[src/rtl/ps2_note_pkg.sv]
// -----------------------------------------------------------------------------
// ps2_note_pkg
// Shared types and constants for the PS/2 note receiver:
//   - frame_state_t : PS/2 frame FSM states
//   - SC_*          : scan codes for prefixes and the eight note keys
//   - FREQ_*        : note frequencies in Hz
//   - scan_to_freq  : scan code -> frequency in Hz, 0 for unmapped codes
// -----------------------------------------------------------------------------
package ps2_note_pkg;

    typedef enum logic [1:0] {
        IDLE   = 2'd0,
        DATA   = 2'd1,
        PARITY = 2'd2,
        STOP   = 2'd3
    } frame_state_t;

    // Width of the frequency constants; large enough for the top note (523 Hz).
    localparam int NOTE_W = 10;

    localparam logic [7:0] SC_BREAK = 8'hF0;
    localparam logic [7:0] SC_EXT   = 8'hE0;

    localparam logic [7:0] SC_C4 = 8'h1C;
    localparam logic [7:0] SC_D4 = 8'h1B;
    localparam logic [7:0] SC_E4 = 8'h23;
    localparam logic [7:0] SC_F4 = 8'h2B;
    localparam logic [7:0] SC_G4 = 8'h34;
    localparam logic [7:0] SC_A4 = 8'h33;
    localparam logic [7:0] SC_B4 = 8'h3B;
    localparam logic [7:0] SC_C5 = 8'h42;

    localparam logic [NOTE_W-1:0] FREQ_C4 = 10'd261;
    localparam logic [NOTE_W-1:0] FREQ_D4 = 10'd293;
    localparam logic [NOTE_W-1:0] FREQ_E4 = 10'd329;
    localparam logic [NOTE_W-1:0] FREQ_F4 = 10'd349;
    localparam logic [NOTE_W-1:0] FREQ_G4 = 10'd392;
    localparam logic [NOTE_W-1:0] FREQ_A4 = 10'd440;
    localparam logic [NOTE_W-1:0] FREQ_B4 = 10'd493;
    localparam logic [NOTE_W-1:0] FREQ_C5 = 10'd523;

    function automatic logic [NOTE_W-1:0] scan_to_freq(input logic [7:0] code);
        case (code)
            SC_C4:   return FREQ_C4;
            SC_D4:   return FREQ_D4;
            SC_E4:   return FREQ_E4;
            SC_F4:   return FREQ_F4;
            SC_G4:   return FREQ_G4;
            SC_A4:   return FREQ_A4;
            SC_B4:   return FREQ_B4;
            SC_C5:   return FREQ_C5;
            default: return '0;
        endcase
    endfunction

endpackage

[src/rtl/ps2_frame_rx.sv]
// -----------------------------------------------------------------------------
// ps2_frame_rx
// Synchronises the raw PS/2 lines, detects falling edges of the PS/2 clock and
// decodes 11-bit frames (start, 8 data LSB-first, parity, stop) with timeout.
//
// Ports:
//   clk, reset        system clock, synchronous active-high reset
//   ps2_clk, ps2_data raw asynchronous PS/2 lines
//   byte_valid        one-cycle pulse, byte_data holds an accepted byte
//   byte_data         last accepted byte
//   frame_err         one-cycle pulse on bad parity, bad stop bit or timeout
//
// Build option: PS2_PARITY_CHECK_EN enforces odd parity; otherwise the parity
// bit is consumed but not checked.
// -----------------------------------------------------------------------------
module ps2_frame_rx
    import ps2_note_pkg::*;
#(
    parameter int TIMEOUT_CYCLES = 50000,
    parameter int SYNC_STAGES    = 2
) (
    input  logic       clk,
    input  logic       reset,
    input  logic       ps2_clk,
    input  logic       ps2_data,
    output logic       byte_valid,
    output logic [7:0] byte_data,
    output logic       frame_err
);

    localparam int TW = $clog2(TIMEOUT_CYCLES + 1);

    logic [SYNC_STAGES-1:0] clk_sync;
    logic [SYNC_STAGES-1:0] data_sync;
    logic                   clk_prev;
    logic                   fe;
    logic                   data_q;

    frame_state_t state, state_next;
    logic [2:0]    bit_cnt;
    logic [7:0]    shift_q;
    logic [TW-1:0] tcount;
`ifdef PS2_PARITY_CHECK_EN
    logic          parity_q;
`endif

    logic shift_en;
    logic accept;
    logic err;
    logic timeout;
    logic parity_good;

    // fe is registered so it appears SYNC_STAGES+1 cycles after the raw fall;
    // data_q is registered alongside it so both refer to the same instant.
    always_ff @(posedge clk) begin
        if (reset) begin
            clk_sync  <= '1;
            data_sync <= '1;
            clk_prev  <= 1'b1;
            fe        <= 1'b0;
            data_q    <= 1'b1;
        end else begin
            clk_sync  <= {clk_sync[SYNC_STAGES-2:0], ps2_clk};
            data_sync <= {data_sync[SYNC_STAGES-2:0], ps2_data};
            clk_prev  <= clk_sync[SYNC_STAGES-1];
            fe        <= clk_prev & ~clk_sync[SYNC_STAGES-1];
            data_q    <= data_sync[SYNC_STAGES-1];
        end
    end

    assign timeout = (state != IDLE) && !fe && (tcount == TW'(TIMEOUT_CYCLES));

`ifdef PS2_PARITY_CHECK_EN
    // Odd parity: data bits plus parity bit carry an odd number of ones.
    assign parity_good = ^{shift_q, parity_q};
`else
    assign parity_good = 1'b1;
`endif

    // NOTE: every signal written here gets a default first, so no path can
    // leave one unassigned and infer a latch.
    always_comb begin
        state_next = state;
        shift_en   = 1'b0;
        accept     = 1'b0;
        err        = 1'b0;
        if (timeout) begin
            state_next = IDLE;
            err        = 1'b1;
        end else if (fe) begin
            case (state)
                IDLE:   if (!data_q) state_next = DATA;
                DATA: begin
                    shift_en = 1'b1;
                    if (bit_cnt == 3'd7) state_next = PARITY;
                end
                PARITY: state_next = STOP;
                STOP: begin
                    if (data_q && parity_good) accept = 1'b1;
                    else                       err    = 1'b1;
                    state_next = IDLE;
                end
                default: state_next = IDLE;
            endcase
        end
    end

    // NOTE: sequential state is updated with non-blocking assignments only, so
    // every flop samples values from before the edge regardless of order.
    always_ff @(posedge clk) begin
        if (reset) begin
            state      <= IDLE;
            bit_cnt    <= '0;
            shift_q    <= '0;
            tcount     <= '0;
            byte_valid <= 1'b0;
            byte_data  <= '0;
            frame_err  <= 1'b0;
`ifdef PS2_PARITY_CHECK_EN
            parity_q   <= 1'b0;
`endif
        end else begin
            state      <= state_next;
            byte_valid <= accept;
            frame_err  <= err;

            if (state == IDLE || fe || timeout) tcount <= '0;
            else                                tcount <= tcount + 1'b1;

            if (state == IDLE)  bit_cnt <= '0;
            else if (shift_en)  bit_cnt <= bit_cnt + 1'b1;

            if (shift_en) shift_q <= {data_q, shift_q[7:1]};
            if (accept)   byte_data <= shift_q;
`ifdef PS2_PARITY_CHECK_EN
            if (fe && state == PARITY) parity_q <= data_q;
`endif
        end
    end

endmodule

[src/rtl/ps2_note_receiver.sv]
// -----------------------------------------------------------------------------
// ps2_note_receiver
// PS/2 keyboard front end: frame reception (ps2_frame_rx), make/break/extended
// interpretation and a polyphonic table of held notes.
//
// Ports:
//   clk, reset    system clock, synchronous active-high reset
//   ps2_clk       raw PS/2 clock line
//   ps2_data      raw PS/2 data line
//   voice_freq    per-voice frequency, voice i at [i*FREQ_W +: FREQ_W], 0 idle
//   voice_active  per-voice held flag
//   note_valid    one-cycle strobe on every voice-table change
//   note_on       1 = key pressed, 0 = released (qualified by note_valid)
//   note_freq     frequency of the changed note (qualified by note_valid)
//   frame_err     one-cycle pulse on a frame error
//
// Build option: PS2_PARITY_CHECK_EN (see ps2_frame_rx).
// -----------------------------------------------------------------------------
module ps2_note_receiver
    import ps2_note_pkg::*;
#(
    parameter int NUM_VOICES     = 4,
    parameter int FREQ_W         = 10,
    parameter int TIMEOUT_CYCLES = 50000,
    parameter int SYNC_STAGES    = 2
) (
    input  logic                         clk,
    input  logic                         reset,
    input  logic                         ps2_clk,
    input  logic                         ps2_data,
    output logic [NUM_VOICES*FREQ_W-1:0] voice_freq,
    output logic [NUM_VOICES-1:0]        voice_active,
    output logic                         note_valid,
    output logic                         note_on,
    output logic [FREQ_W-1:0]            note_freq,
    output logic                         frame_err
);

    localparam int IW = (NUM_VOICES > 1) ? $clog2(NUM_VOICES) : 1;

    logic       byte_valid;
    logic [7:0] byte_data;

    ps2_frame_rx #(
        .TIMEOUT_CYCLES(TIMEOUT_CYCLES),
        .SYNC_STAGES   (SYNC_STAGES)
    ) u_frame_rx (
        .clk       (clk),
        .reset     (reset),
        .ps2_clk   (ps2_clk),
        .ps2_data  (ps2_data),
        .byte_valid(byte_valid),
        .byte_data (byte_data),
        .frame_err (frame_err)
    );

    logic              brk;
    logic              ext;
    logic [FREQ_W-1:0] vfreq [NUM_VOICES];

    logic [FREQ_W-1:0] byte_freq;
    logic              hit;
    logic [IW-1:0]     hit_idx;
    logic              free;
    logic [IW-1:0]     free_idx;

    assign byte_freq = FREQ_W'(scan_to_freq(byte_data));

    // Descending scans so the lowest matching / idle index wins.
    always_comb begin
        hit      = 1'b0;
        hit_idx  = '0;
        free     = 1'b0;
        free_idx = '0;
        for (int i = NUM_VOICES - 1; i >= 0; i--) begin
            if (voice_active[i] && vfreq[i] == byte_freq) begin
                hit     = 1'b1;
                hit_idx = IW'(i);
            end
            if (!voice_active[i]) begin
                free     = 1'b1;
                free_idx = IW'(i);
            end
        end
    end

    always_comb begin
        voice_freq = '0;
        for (int i = 0; i < NUM_VOICES; i++)
            voice_freq[i*FREQ_W +: FREQ_W] = vfreq[i];
    end

    // NOTE: the voice table is a handful of registers that must read as idle
    // after reset, so it is reset explicitly rather than left as RAM.
    always_ff @(posedge clk) begin
        if (reset) begin
            brk          <= 1'b0;
            ext          <= 1'b0;
            voice_active <= '0;
            note_valid   <= 1'b0;
            note_on      <= 1'b0;
            note_freq    <= '0;
            for (int i = 0; i < NUM_VOICES; i++) vfreq[i] <= '0;
        end else begin
            note_valid <= 1'b0;
            if (byte_valid) begin
                if (byte_data == SC_BREAK) begin
                    brk <= 1'b1;
                end else if (byte_data == SC_EXT) begin
                    ext <= 1'b1;
                end else begin
                    brk <= 1'b0;
                    ext <= 1'b0;
                    if (!ext && byte_freq != '0) begin
                        if (!brk) begin
                            // Typematic repeats of a held note and a full
                            // table both leave everything untouched.
                            if (!hit && free) begin
                                vfreq[free_idx]        <= byte_freq;
                                voice_active[free_idx] <= 1'b1;
                                note_valid             <= 1'b1;
                                note_on                <= 1'b1;
                                note_freq              <= byte_freq;
                            end
                        end else if (hit) begin
                            vfreq[hit_idx]        <= '0;
                            voice_active[hit_idx] <= 1'b0;
                            note_valid            <= 1'b1;
                            note_on               <= 1'b0;
                            note_freq             <= byte_freq;
                        end
                    end
                end
            end
        end
    end

endmodule

[config.mk]
export PLATFORM = sky130hd
export DESIGN_NAME = ps2_note_receiver
export DESIGN_NICKNAME = d
export VERILOG_FILES = /design/src/rtl/ps2_note_pkg.sv /design/src/rtl/ps2_frame_rx.sv /design/src/rtl/ps2_note_receiver.sv
export SDC_FILE = /design/constraint.sdc
export NUM_CORES = 1
export LEC_CHECK = 0
export ABC_AREA = 1
export CAP_MARGIN = 20
export CORE_MARGIN = 8
export CORE_UTILIZATION = 25
export DETAILED_ROUTE_END_ITERATION = 12
export PLACE_DENSITY = 0.39
export REMOVE_ABC_BUFFERS = 1
export SLEW_MARGIN = 40
export SYNTH_ARGS = -nofsm -noshare
export SYNTH_HDL_FRONTEND = slang
export SYNTH_HIERARCHICAL = 1
export SYNTH_SLANG_ARGS = --single-unit
[constraint.sdc]
create_clock -name clk -period 2.5 [get_ports clk]
set_input_delay 0.5 -clock clk [delete_from_list [all_inputs] [get_ports clk]]
set_output_delay 0.5 -clock clk [all_outputs]
set_load 0.05 [all_outputs]
Word level (Yosys, flattened, before mapping)
Memories as Yosys holds them, arrays and structs flattened.
Cells that the tools add are included.
W data, S select, Z words.

cells by class
  add/sub/neg operators = 2
  $lt $le $gt $ge = 4
  equal/unequal tests = 23
  muxes and demuxes = 72
  bitwise operators = 9
  reduce and logical (&&, ||, !) cells = 29

operator list
  kind                     count
  $pmux W10 S8             1
  $mux W10                 5
  $mux W1                  48
  $eq A10 B10 Y1           4
  $eq A8 B6 Y1 const B     5
  $mux W2                  12
  $reduce_or A10 Y1        2
  $add A16 B1 Y16 const B  1
  $eq A16 B16 Y1 const B   1
  $eq A8 B5 Y1 const B     2
  $eq A8 B8 Y1 const B     2
  $mux W4                  3
  $logic_and A1 B1 Y1      10
  $reduce_bool A10 Y1      1
  $eq A8 B7 Y1 const B     1
  $pmux W2 S4              1
  $lt A2 B3 Y1 const B     2
  $reduce_and A6 Y1        1
  $reduce_or A2 Y1         3
  $not A1 Y1               5
  $reduce_or A5 Y1         1
  $and A4 B4 Y4            1
  $demux W1 S2             2
  $eq A2 B2 Y1 const B     2
  15 further kinds         23

word-level totals
  register bits = 64
  memory bits (writable) = 40
  bits of input ports = 4
  logic and storage cells = 158
  memories kept = 1

memory list
  memory  depth  bits a word  read ports  clocked after memory_dff  write ports  line                     text
  vfreq   4      10           4           0                         4            ps2_note_receiver.sv:59  logic [FREQ_W-1:0] vfreq [NUM_VOICES];

Logic depth before layout (Yosys ltp)
  depth in word-level cells = 21
  mapped depth = 21
  gate-level depth less buffers = 21

Hierarchy
Netlist, hierarchy kept.

by module, submodules not included
  module             times used  cells each  area each (um2)
  ps2_note_receiver  1           453         3,344.5
  ps2_frame_rx       1           262         2,015.7

Worst setup path before layout
Ideal clock, no wire load.

  path type = register to register
  from = reg u_frame_rx.byte_data[1]
  to = mem vfreq[3][0] (enable)
  library setup time = 0.374 ns
  data arrival time = 2.337 ns
  setup slack = -0.211 ns
  stages on the path, launching flop included = 19
  buffers on the path = 0
  path through = dfxtp_1 > nand2_2 > inv_2 > nand2_2 > nor2_2 > inv_2 > nand2_2 > nor2_8 > nand2_1 > nand2_1 > nor2_1 > nand2_1 > inv_1 > nand2_2 > a21oi_1 > nor2_1 > nor2_2 > nand2_1 > nor2_1

RTL lines
  what                    line                     text
  start, declared         ps2_frame_rx.sv:27       output logic [7:0] byte_data,
  start signal, assigned  ps2_frame_rx.sv:134      if (accept) byte_data <= shift_q;
  end, declared           ps2_note_receiver.sv:59

==> impl_metrics.env <==
export IMPL_drt_first_pass_iters=4
export IMPL_cts_sinks=99
export IMPL_synthArstFlopShare=0
export IMPL_grt_pass1_wl_um=25500
export IMPL_setup_ws_ns=-0.226
export IMPL_rsz0062_at_grt="yes"
export IMPL_routed_via_density=4.25
export IMPL_cts_tree="built"
export IMPL_drc=0
export IMPL_synth_edff_count=36
export IMPL_timing_rr_start="u_frame_rx/byte_data[2]"
export IMPL_final_hold_viol_count=0
export IMPL_critPathCapture="vfreq[1][5]"
export IMPL_yosys_cell_count_top_type="nand2_1"
export IMPL_relSlewSlack=0.582
export IMPL_ant_nets=0
export IMPL_ys_flop_type="dfxtp_1"
export IMPL_yosysWarningCount=6
export IMPL_clkPwrFrac=0.394
export IMPL_cts_clk_slew_worst_paths_ns=0.07
export IMPL_cts_max_level=3
export IMPL_root_buffer="clkbuf_16"
export IMPL_die_h_um=162
export IMPL_p_sw_mw=0.900
export IMPL_dpl_cell_area_sq_mm=0.00666
export IMPL_drt_iter0_markers=198
export IMPL_sw_frac_of_total=0.265
export IMPL_synth_seq_area_share=0.437
export IMPL_die_area_sq_mm=0.0264
export IMPL_dr_wl_met2_um=7740
export IMPL_p_seq_frac=0.509
export IMPL_finalSetupViolations=74
export IMPL_power_mw=3.39
export IMPL_wirelength_um=15900
export IMPL_syn_cell_area_sq_mm=0.00536
export IMPL_ctsHoldBuffers=0
export IMPL_synth_top_cell_area_share=0.235
export IMPL_path_class="flop to flop"
export IMPL_synthCells=715
export IMPL_vias=4800
export IMPL_critPathCaptureType="flop"
export IMPL_die_w_um=162
export IMPL_stdcell_area_sq_mm=0.00774
export IMPL_powerDensity_mw_per_mm2=438
export IMPL_yosys_top_cells_count="nand2_1 (158), nor2_1 (113), inv_1 (108)"
export IMPL_wl_met1_um=7170
export IMPL_fin_skew_ns=0.0126
export IMPL_ys_seq_elements=99
export IMPL_crit_required_ns=2.61
export IMPL_gr_total_overflow=0
export IMPL_yosys_top_cells_area="dfxtp_1 (24%), edfxtp_1 (20%), nand2_1 (11%), nor2_1 (7.9%), inv_1 (7.6%)"
export IMPL_track_usage=0.124
export IMPL_p_int_mw=2.49
export IMPL_violations="setup timing"
export IMPL_antenna_cells=0
export IMPL_core_area_sq_mm=0.0210
export IMPL_power_share_combinational=0.097
export IMPL_top_layer_used="met4"
export IMPL_synth_top_cell_by_area="dfxtp_1"
export IMPL_min_period_over_period=1.09
export IMPL_fmax_mhz=367
export IMPL_worst_slew_pin_slew_ns=0.625
export IMPL_dp_hpwl_um=12400
export IMPL_hp_class="flop to flop"
export IMPL_p_leak_nw=3.07
export IMPL_drive_gt1_frac=0.319
export IMPL_r2r_slack_ns=-0.23
export IMPL_rows=53
export IMPL_status="finished, violations left"
export IMPL_wl_per_cell_um=14.1
export IMPL_syn_to_final_growth_pct=44.4
export IMPL_crit_start="u_frame_rx/byte_data[2]"
export IMPL_cap_violations=0
export IMPL_wl_met3_um=704
export IMPL_period_minus_slack_ns=2.73
export IMPL_vdd_drop_max_mv=0.319
export IMPL_port_buffers=60
export IMPL_grt_max_degree=19
export IMPL_clk_path_buf_depth=2
export IMPL_grt_pass1_vias=4798
export IMPL_drv_slew=0
export IMPL_rr_worst_depth=21
export IMPL_antenna_found_initial=0
export IMPL_r2r_end="vfreq[1][5]"
export IMPL_cp_max_fo=9
export IMPL_gp_congestion=0.889
export IMPL_start_util=0.255
export IMPL_syn_avg_cell_area_sq_um=7.50
export IMPL_clkLatencyLatePin_ns=0.35
export IMPL_start_kind="flop"
export IMPL_nets=862
export IMPL_arrival_ns=2.84
export IMPL_ios=61
export IMPL_synth_cell_types=36
export IMPL_cts_buffers_inserted=9
## layer usage
layer,global-route usage,vias up
met3,0.0276,16
met1,0.151,2215
met4,0.0429,0
met2,0.211,75
li1,-,2494
met5,0,-
## power groups by stage
stage	registers [mW]	clock network, mW	logic [mW]
global placement	1.77	0	0.305
CTS	1.73	1.41	0.324
finish	1.73	1.33	0.329
floorplan	1.88	0	0.0663
global route	1.73	1.46	0.350
detailed placement	1.77	0	0.305
## timing repair
action	in CTS	in global routing
gates cloned	2	0
pin swaps	40	36
endpoints found under the setup margin	86	85
gates resized for setup	120	62
buffers inserted	15	7
## cells in the final DEF, fill, tap and decap left out, types with 22 or more instances in the layout
master           synthesis  final
nor2_1                 113     85
nand2_2                 20     27
edfxtp_1                36     36
o21ai_0                 30     27
nand2_1                158    130
clkdlybuf4s50_1          0     60
nand2_4                  6     22
dfxtp_1                 63     55
inv_1                  108     98
nor2_2                  23     36
buf_4                    5     52
## area by class of cell
cell class	instances	area [sq um]
Fill cell	2155	13300
Multi-Input combinational cell	480	2950
Sequential cell	99	2370
Timing Repair Buffer	135	1300
Inverter	125	490
Tap cell	275	344
Clock buffer	10	229
Clock inverter	6	46.3
## sequential cells by signal, indices dropped and copies added (netlist names), 2 cells and up
signal,flops
u_frame_rx/clk_sync,2
u_frame_rx/byte_data,8
voice_active,4
note_freq,9
u_frame_rx/bit_cnt,3
u_frame_rx/shift_q,8
vfreq,36
u_frame_rx/state,2
u_frame_rx/data_sync,2
u_frame_rx/tcount,16
## critical path: stages, from the launching register on
cell	delay (ns)
dfxtp_4	0.38
inv_4	0.07
nand2_4	0.05
nor2_4	0.14
buf_6	0.13
nand2_8	0.07
o21ai_4	0.08
buf_12	0.14
xor2_1	0.17
inv_1	0.07
nand2_2	0.09
inv_2	0.05
nand2_4	0.06
nand2_4	0.06
nor2_8	0.17
nand3_4	0.14
nor2_4	0.14
nor2_2	0.04
buf_4	0.14
nand3_4	0.08
nand2_4	0.06
buf_12	0.14
## worst min-delay path by stage
stage / cells past startpoint / slack [ns] / end / start
5_1_grt: 1 / 0.42 / u_frame_rx/data_sync[1] / u_frame_rx/data_sync[0]
6_report: 1 / 0.41 / u_frame_rx/data_sync[1] / u_frame_rx/data_sync[0]
2_1_floorplan: 1 / 0.39 / u_frame_rx/clk_sync[1] / u_frame_rx/clk_sync[0]
4_1_cts: 1 / 0.41 / u_frame_rx/data_sync[1] / u_frame_rx/data_sync[0]
3_5_place_dp: 1 / 0.39 / u_frame_rx/data_sync[1] / u_frame_rx/data_sync[0]
3_3_place_gp: 2 / 0.40 / u_frame_rx/fe / u_frame_rx/clk_prev
## per-stage QoR
stage | instances | setup TNS (ns) | hold WS (ns) | setup WS [ns] | utilization
after floorplan | 704 | -20.03 | 0.389 | -0.623 | -
after global placement | 1094 | -28.12 | 0.397 | -0.499 | 0.317
after detailed placement | 1094 | -27.44 | 0.394 | -0.427 | 0.317
after CTS | 1125 | -6.72 | 0.412 | -0.156 | 0.355
after global routing | 1130 | -22.09 | 0.421 | -0.354 | 0.368
final | 1130 | -10.99 | 0.410 | -0.226 | 0.368
## cells by family after synthesis
logic type | Yosys count | synth area share
simple gates | 397 | 0.356
buf+inv | 136 | 0.104
flops | 99 | 0.437
compound gates | 67 | 0.0710
xor+xnor | 8 | 0.0131
fa+ha+maj | 8 | 0.0187
Note: power is estimated with default switching activity, not from simulation.
